===== src/rtl/keypad_scanner.sv =====
// 4x4 active-low keypad scanner: two-flop row synchroniser, column scan,
// per-frame single-key decode and frame-level press/release debounce.
module keypad_scanner #(
    parameter logic [15:0] SCAN_DIV = 16'd1000,
    parameter logic [3:0]  DEBOUNCE = 4'd4
) (
    input  logic       clk,
    input  logic       rst,
    input  logic [3:0] row_in,
    output logic [3:0] col_out,
    output logic [3:0] key,
    output logic       key_valid,
    output logic       key_press
);
    typedef enum logic [1:0] {IDLE, PRESS_DB, HELD, REL_DB} state_t;
    localparam logic [3:0] NONE = 4'hF;

    logic [3:0]  sync1_q, sync2_q;
    logic [15:0] div_q, div_d;
    logic [1:0]  col_idx_q, col_idx_d;
    logic [3:0]  col_out_q, col_out_d;
    logic        found_q, found_d, multi_q, multi_d;
    logic [3:0]  code_q, code_d;
    state_t      state_q, state_d;
    logic [3:0]  cand_q, cand_d, cnt_q, cnt_d, key_q, key_d;
    logic        key_valid_q, key_valid_d, key_press_q, key_press_d;

    logic        last_slot, frame_end;
    logic [3:0]  lows;
    logic [2:0]  n_low;
    logic [1:0]  row_hit;
    logic        found_acc, multi_acc;
    logic [3:0]  code_acc, frame_result, cnt_inc;

    // Column scan and frame accumulation; the frame result includes the
    // column-3 sample taken in the same cycle as frame_end.
    always_comb begin
        last_slot = (div_q == SCAN_DIV - 16'd1);
        frame_end = last_slot && (col_idx_q == 2'd3);
        lows      = ~sync2_q;
        n_low     = 3'd0;
        row_hit   = 2'd0;
        for (int i = 0; i < 4; i++) begin
            n_low = n_low + {2'b00, lows[i]};
            if (lows[i]) row_hit = 2'(i);
        end
        div_d     = last_slot ? 16'd0 : div_q + 16'd1;
        col_idx_d = last_slot ? col_idx_q + 2'd1 : col_idx_q;
        col_out_d = ~(4'b0001 << col_idx_d);

        found_acc = found_q || (n_low != 3'd0);
        multi_acc = multi_q || (n_low >= 3'd2) || (found_q && (n_low != 3'd0));
        code_acc  = (n_low == 3'd1) ? {row_hit, col_idx_q} : code_q;
        // Reserved code F coincides with NONE, so it needs no special case.
        frame_result = (multi_acc || !found_acc) ? NONE : code_acc;

        found_d = found_q;
        multi_d = multi_q;
        code_d  = code_q;
        if (frame_end) begin
            found_d = 1'b0;
            multi_d = 1'b0;
            code_d  = NONE;
        end else if (last_slot) begin
            found_d = found_acc;
            multi_d = multi_acc;
            code_d  = code_acc;
        end
    end

    always_comb begin
        state_d     = state_q;
        cand_d      = cand_q;
        cnt_d       = cnt_q;
        key_d       = key_q;
        key_valid_d = key_valid_q;
        key_press_d = 1'b0;
        cnt_inc     = cnt_q + 4'd1;
        if (frame_end) begin
            case (state_q)
                IDLE: begin
                    if (frame_result != NONE) begin
                        cand_d = frame_result;
                        cnt_d  = 4'd1;
                        if (DEBOUNCE == 4'd1) begin
                            state_d     = HELD;
                            key_d       = frame_result;
                            key_valid_d = 1'b1;
                            key_press_d = 1'b1;
                        end else begin
                            state_d = PRESS_DB;
                        end
                    end
                end
                PRESS_DB: begin
                    if (frame_result == cand_q) begin
                        cnt_d = cnt_inc;
                        if (cnt_inc == DEBOUNCE) begin
                            state_d     = HELD;
                            key_d       = cand_q;
                            key_valid_d = 1'b1;
                            key_press_d = 1'b1;
                        end
                    end else if (frame_result == NONE) begin
                        state_d = IDLE;
                    end else begin
                        cand_d = frame_result;
                        cnt_d  = 4'd1;
                    end
                end
                HELD: begin
                    if (frame_result != key_q) begin
                        cnt_d = 4'd1;
                        if (DEBOUNCE == 4'd1) begin
                            state_d     = IDLE;
                            key_d       = NONE;
                            key_valid_d = 1'b0;
                        end else begin
                            state_d = REL_DB;
                        end
                    end
                end
                REL_DB: begin
                    if (frame_result == key_q) begin
                        state_d = HELD;
                    end else begin
                        cnt_d = cnt_inc;
                        if (cnt_inc == DEBOUNCE) begin
                            state_d     = IDLE;
                            key_d       = NONE;
                            key_valid_d = 1'b0;
                        end
                    end
                end
                default: state_d = IDLE;
            endcase
        end
    end

    always_ff @(posedge clk) begin
        if (rst) begin
            sync1_q     <= 4'hF;
            sync2_q     <= 4'hF;
            div_q       <= 16'd0;
            col_idx_q   <= 2'd0;
            col_out_q   <= 4'b1110;
            found_q     <= 1'b0;
            multi_q     <= 1'b0;
            code_q      <= NONE;
            state_q     <= IDLE;
            cand_q      <= NONE;
            cnt_q       <= 4'd0;
            key_q       <= NONE;
            key_valid_q <= 1'b0;
            key_press_q <= 1'b0;
        end else begin
            sync1_q     <= row_in;
            sync2_q     <= sync1_q;
            div_q       <= div_d;
            col_idx_q   <= col_idx_d;
            col_out_q   <= col_out_d;
            found_q     <= found_d;
            multi_q     <= multi_d;
            code_q      <= code_d;
            state_q     <= state_d;
            cand_q      <= cand_d;
            cnt_q       <= cnt_d;
            key_q       <= key_d;
            key_valid_q <= key_valid_d;
            key_press_q <= key_press_d;
        end
    end

    assign col_out   = col_out_q;
    assign key       = key_q;
    assign key_valid = key_valid_q;
    assign key_press = key_press_q;
endmodule


===== config.mk =====
export PLATFORM = sky130hd
export DESIGN_NAME = keypad_scanner
export DESIGN_NICKNAME = d
export VERILOG_FILES = /design/src/rtl/keypad_scanner.sv
export SDC_FILE = /design/constraint.sdc
export NUM_CORES = 1
export LEC_CHECK = 0
export BUFFER_PORTS_ARGS = -buffer_cell sky130_fd_sc_hd__buf_2
export CORE_ASPECT_RATIO = 1.1
export CORE_MARGIN = 10
export CORE_UTILIZATION = 35
export CTS_CLUSTER_DIAMETER = 50
export DETAILED_ROUTE_END_ITERATION = 7
export PLACE_DENSITY = 0.56
export SLEW_MARGIN = 25
export SYNTH_ARGS = -nofsm -noshare
export SYNTH_HDL_FRONTEND = slang
export SYNTH_SLANG_ARGS = --single-unit
export TNS_END_PERCENT = 30

===== constraint.sdc =====
create_clock -name clk -period 4.1 [get_ports clk]
set_input_delay 0 -clock clk [delete_from_list [all_inputs] [get_ports clk]]
set_output_delay 0 -clock clk [all_outputs]
set_load 0.02 [all_outputs]

# ---- Word-level counts from Yosys, hierarchy flattened
# Cells that the tools add are included.
dict set report classes {
  add_sub_neg 6
  n_lt_le_gt_ge 1
  eq_ne 24
  shifts 1
  muxes 35
  n_bitwise 5
  reduce_logical 18
}
# cell n
set ops {}
lappend ops {{$mux 4} 14}
lappend ops {{$mux 2} 10}
lappend ops {{$add 16x1->16 const B} 1}
lappend ops {{$eq 16x10->1 const B} 1}
lappend ops {{$ne 2x2->1 const B} 8}
lappend ops {{$pmux 4 s2} 2}
lappend ops {{$pmux 4 s4} 1}
lappend ops {{$ne 3x3->1 const B} 4}
lappend ops {{$reduce_and 6->1} 2}
lappend ops {{$reduce_and 5->1} 2}
lappend ops {{$eq 4x4->1} 2}
lappend ops {{$not 4->4} 2}
lappend ops {{$pmux 2 s4} 1}
lappend ops {{$eq 2x2->1 const B} 3}
lappend ops {{$mux 1} 6}
lappend ops {{$add 4x1->4 const B} 1}
lappend ops {{$eq 4x3->1 const B} 1}
lappend ops {{$eq 4x4->1 const B} 1}
lappend ops {{$logic_or 1x1->1} 4}
lappend ops {{$ne 4x4->1} 1}
lappend ops {{$ne 4x4->1 const B} 1}
lappend ops {{$reduce_bool 2->1} 2}
lappend ops {{$reduce_or 2->1} 2}
lappend ops {{$reduce_or 4->1} 1}
lappend ops {{14 further kinds} 17}
dict set report word_totals {
  register_bits 52
  output_inout_bits 10
  word_cells 104
}

# ---- Depth between registers and ports, before layout
dict set report logic_depth {
  word_depth 13
  mapped_depth 14
}

# ---- Least setup slack after synthesis
# No wires, ideal clock.
dict set report synth_path {
  path_kind {register to register}
  start {register sync2_q[3]}
  end {register cnt_q[3]}
  arrival_ns 4.042
  path_slack_ns -0.013
  path_stages_with_launch 14
  path_buffers 0
  synth_period_minus_slack_ns 4.113
  path_cell_list {dfxtp_1 > fa_1 > inv_1 > ha_1 > inv_1 > ha_1 > nor3b_1 > mux2_2 > or2_1 > o311a_1 > or4_4 > a221o_1 > or3_1 > a21oi_1}
}
dict set report synth_via {
  elab_chain_cells 10
}
# item line_no
set synth_lines {}
lappend synth_lines {{start, declared} 18} ;# logic [3:0] sync1_q, sync2_q;
lappend synth_lines {{start signal, assigned} 158} ;# sync2_q <= sync1_q;
lappend synth_lines {{$not 4->4 (*)} 40} ;# lows = ~sync2_q;
lappend synth_lines {{$add 3x1->3} 44} ;# n_low = n_low + {2'b00, lows[i]};
lappend synth_lines {{$ge 3x2->1 / $reduce_bool 3->1 (equally long branches)} {52, 51}}
lappend synth_lines {{$logic_or 1x1->1, or another cell as far along} 52} ;# multi_acc = multi_q || (n_low >= 3'd2) || (found_q && (n_low != 3'd0));
lappend synth_lines {{$logic_or 1x1->1 / $logic_not 1->1 (equally long branches)} {52, 55}}
lappend synth_lines {{$logic_or 1x1->1} 55} ;# frame_result = (multi_acc || !found_acc) ? NONE : code_acc;
lappend synth_lines {{$mux 4 (*)} 55}
lappend synth_lines {{$eq 4x4->1, or another cell as far along} 96} ;# if (frame_result == cand_q) begin
lappend synth_lines {{$ne 3x3->1 (no line), or another cell as far along} n/a}
lappend synth_lines {{$reduce_and 5->1 (no line) / $pmux 4 s4 (equally long branches)} n/a}
lappend synth_lines {{end signal, assigned} 167} ;# cnt_q <= cnt_d;
lappend synth_lines {{end, declared} 25} ;# logic [3:0] cand_q, cand_d, cnt_q, cnt_d, key_q, key_d;
# Every way passes the cells marked *; elsewhere a longest branch is shown, timed or not.
# A chain may end at the register's enable or synchronous reset.

# ---- Worst setup path in the final report
dict set report layout_path {
  start {register sync2_q[0]}
  end {register cnt_q[3]}
}
dict set report layout_via {
  elab_chain_cells 12
}
# item line_no
set layout_lines {}
lappend layout_lines {{$not 4->4 (*)} 40}
lappend layout_lines {{$add 1x1->2 (*)} 44}
lappend layout_lines {{$add 2x1->3 (*)} 44}
lappend layout_lines {{$add 3x1->3 (*)} 44}
lappend layout_lines {{$ge 3x2->1 / $reduce_bool 3->1 (equally long branches)} {52, 51}}
lappend layout_lines {{$logic_or 1x1->1, or another cell as far along} 52}
lappend layout_lines {{$logic_or 1x1->1 / $logic_not 1->1 (equally long branches)} {52, 55}}
lappend layout_lines {{$logic_or 1x1->1} 55}
lappend layout_lines {{$mux 4 (*)} 55}
lappend layout_lines {{$eq 4x4->1, or another cell as far along} 96}
lappend layout_lines {{$ne 3x3->1 (no line), or another cell as far along} n/a}
lappend layout_lines {{$reduce_and 5->1 (no line) / $pmux 4 s4 (equally long branches)} n/a}
# Marked as above.

==> run summary <==
critical-path cell list - fa_1, inv_1, ha_1, inv_2, ha_4, or3b_4, and2_4, or3_4, xor2_1, or4_4, a221o_2, or3_1, a21oi_2
first-pass GRT wire length - 8.74 mm
layout cells sized above 1 - 19.9%
Final Cycle Share - 96.0%
Critical Path Stages - 13
full die area - 11100 um2
Vias/cell - 5.08
H-tree depth - 2
initial antenna violation count - 0
CP Capture Type - register
mean post-synth cell area - 8.81 um2
root buffer cell - clkbuf_8
Crit Reg-Reg Endpoint - cnt_q[3]$_SDFFE_PP0P_
Routed WL - 5.03 mm
VDD IR-drop max - 0.000155 V
slowest CP cell - fa_1
CTS tree - built
clk_skew - 8.39 ps
power per standard cell area - 316 nW/um2
Worst slew margin - 63.3%
WP data required - 4340 ps
largest buffer count on any clock path - 2
largest net degree at the start of global routing - 36
crit path capture - cnt_q[3]$_SDFFE_PP0P_
Net Count, Synth - 304
area delta synth->final - 17.0%
fmax - 0.254 GHz
Synth Warn # - 0
setup tns final - 0 ps
initial DRC count - 76
P_leak - 0.00117 uW
Critical R2R Launch - sync2_q[0]$_SDFF_PP1_
clock network latency to the later pin of the worst-skew pair - 300 ps
register area share after synthesis - 40.8%
WL per Instance - 12.4 um
number of I/O port buffers - 15
Synth Instances - 290
fin area - 2990 um2
Internal - 715 uW
GRT overflow - 0
Yosys reg bits - 52
Max Cap Violations - 0
Die Height - 110 um
First-pass DRT Iterations - 4
DP HPWL - 3.75 mm
I/O pin cnt - 16
Worst R2R Setup Slack - 160 ps
Slowest Stage Delay on Critical Path - 530 ps
Final Max Tran Viols - 0
Die X - 101 um
cell family with most CP delay - simple AND/OR/NAND/NOR gates
status - completed
Final ANT Viol Nets - 0
GRT Util Overall - 9.44%
CTS Buf Count - 5
# setup viols final - 0
area of the mapped netlist - 2550 um2
Hold WS - 178 ps
Placer Congestion - 0.792
Comb pwr share - 14.3%
TritonCTS Sinks - 52
sw power - 230 uW
worst slew pin tran - 550 ps
vias after detailed routing - 2061
initial core utilization - 36.2%
vias in the first global route - 2006
Synth Flop Type - dfxtp_1
Core ar. - 7050 um2
Setup CP Type - reg -> reg
buffers and inverters on the worst path - 2
clock share of power - 31.2%
fin nets - 335
post-layout min period - 3940 ps
Worst R2R Path Depth - 13
crit path DAT - 4180 ps
Sw Ratio - 24.3%
Setup crit start - sync2_q[0]$_SDFF_PP1_
Reg power frac - 54.4%
# DRC - 0
final hold vios - 0
Post-DP Area - 2800 um2
hold_sp - rst
worst-path maximum fanout - 7
Tightest Hold Check Type - in -> reg
row count - 32
RSZ-0062 raised after global routing - false
Post-synth EDFFs - 0
Critical Path Start Type - register
diode count - 0
ys async rst share - 0%
Yosys cell types - 52
Clock Pin Slew Worst Setup and Hold Paths - 90 ps
## flip-flops by register name, indices dropped and copies added (netlist names), 4 cells and up
| name | cells |
|---|---|
| sync1_q | 4 |
| cnt_q | 4 |
| col_out | 4 |
| div_q | 16 |
| key | 4 |
| cand_q | 4 |
| code_q | 4 |
| sync2_q | 4 |
## area by class of cell
cell class / instances / area (um2)
inverter: 12 / 45.0
clock inverter: 1 / 8.76
sequential: 52 / 1040
fill: 718 / 4060
tap: 85 / 106
timing repair buffer: 33 / 220
multi-input combinational: 217 / 1480
clock buffer: 6 / 82.6
## worst min path at each step
stage               cells after the start  slack [ps]                 endpoint
detailed placement                      2         180    sync1_q[0]$_SDFF_PP1_
CTS                                     2         180     key_press$_SDFF_PP0_
floorplan                               1         100    col_out[3]$_SDFF_PP1_
global placement                        2         190    sync1_q[0]$_SDFF_PP1_
finish                                  2         180     key_press$_SDFF_PP0_
global route                            2         230  state_q[1]$_SDFFE_PP0P_
## cell usage in the layout, fill, tap and decap left out, types with 9 or more instances in the layout
cell type   n
nor2_1     37
nand2b_1    9
xor2_1     11
buf_4      14
buf_2      15
inv_1      11
dfxtp_1    52
or2_2      10
nand2_1    23
## power by group through the flow
stage	logic, uW	registers (uW)	clock network [uW]
finish	135	515	295
global route	150	516	329
detailed placement	127	527	0
CTS	131	515	312
global placement	127	526	0
floorplan	83.5	526	0
## kinds of logic (layout without fill, tap and decap cells)
family	Yosys count	in the layout	share of synthesized area, %
compound gates	45	45	13.3
xor+xnor	19	19	6.52
fa+ha+maj	8	8	4.21
buf+inv	21	52	3.14
flops	52	52	40.8
mux	9	9	3.58
simple gates	136	136	28.5
## through the flow
step,power [uW],utilization (%),cells,setup slack (ps)
global placement,653,39.8,394,77.6
floorplan,609,-,290,125
finish,945,42.4,406,163
global route,994,42.4,406,9.93
CTS,957,41.7,405,34.2
detailed placement,654,39.8,394,10.2
## metal layers
layer / vias to the layer above / part of all wire, % / GRT usage [%]
met5: - / 0 / 0
met4: 0 / 2.0 / 3.98
met3: 8 / 4.2 / 2.32
met1: 942 / 47 / 11.3
met2: 29 / 46 / 15.8
li1: 1082 / - / -
## cells in the mapped netlist, types with 2 or more instances
| cell type | number | share of area [%] |
|---|---|---|
| o311ai_0 | 2 | 0.69 |
| and2_1 | 2 | 0.49 |
| nand2b_1 | 9 | 2.2 |
| nor3_1 | 8 | 1.6 |
| nand2_1 | 23 | 3.4 |
| or3_1 | 7 | 1.7 |
| dfxtp_1 | 52 | 41 |
| or2_2 | 10 | 2.4 |
| o311a_1 | 2 | 0.78 |
| a221oi_1 | 2 | 0.69 |
| or4_1 | 2 | 0.59 |
| nand4_1 | 8 | 2.0 |
| o21bai_1 | 5 | 1.5 |
| o21ai_0 | 5 | 0.98 |
| nand3_1 | 6 | 1.2 |
| o21ba_2 | 2 | 0.78 |
| o31ai_1 | 4 | 1.2 |
| inv_1 | 12 | 1.8 |
| nor2b_1 | 5 | 1.2 |
| xor2_1 | 11 | 3.8 |
| a21oi_1 | 9 | 1.8 |
| xnor2_1 | 8 | 2.7 |
| nor4_1 | 3 | 0.74 |
| mux2i_1 | 8 | 3.1 |
| and3_1 | 2 | 0.49 |
| clkbuf_1 | 8 | 1.2 |
| and3b_1 | 5 | 1.7 |
| ha_1 | 7 | 3.4 |
| nor2_1 | 37 | 5.4 |
| o2bb2ai_1 | 2 | 0.69 |
| nor3b_1 | 2 | 0.59 |
| a211oi_1 | 2 | 0.59 |
## timing repair
action,CTS,global route
pin swaps,0,3
resized for setup,1,10
hold buffers,4,0
cloned,0,0
setup endpoints to repair,1,4
buffers inserted,0,1
endpoints found under the hold margin,4,0
Note: power is estimated with default switching activity, not from simulation.
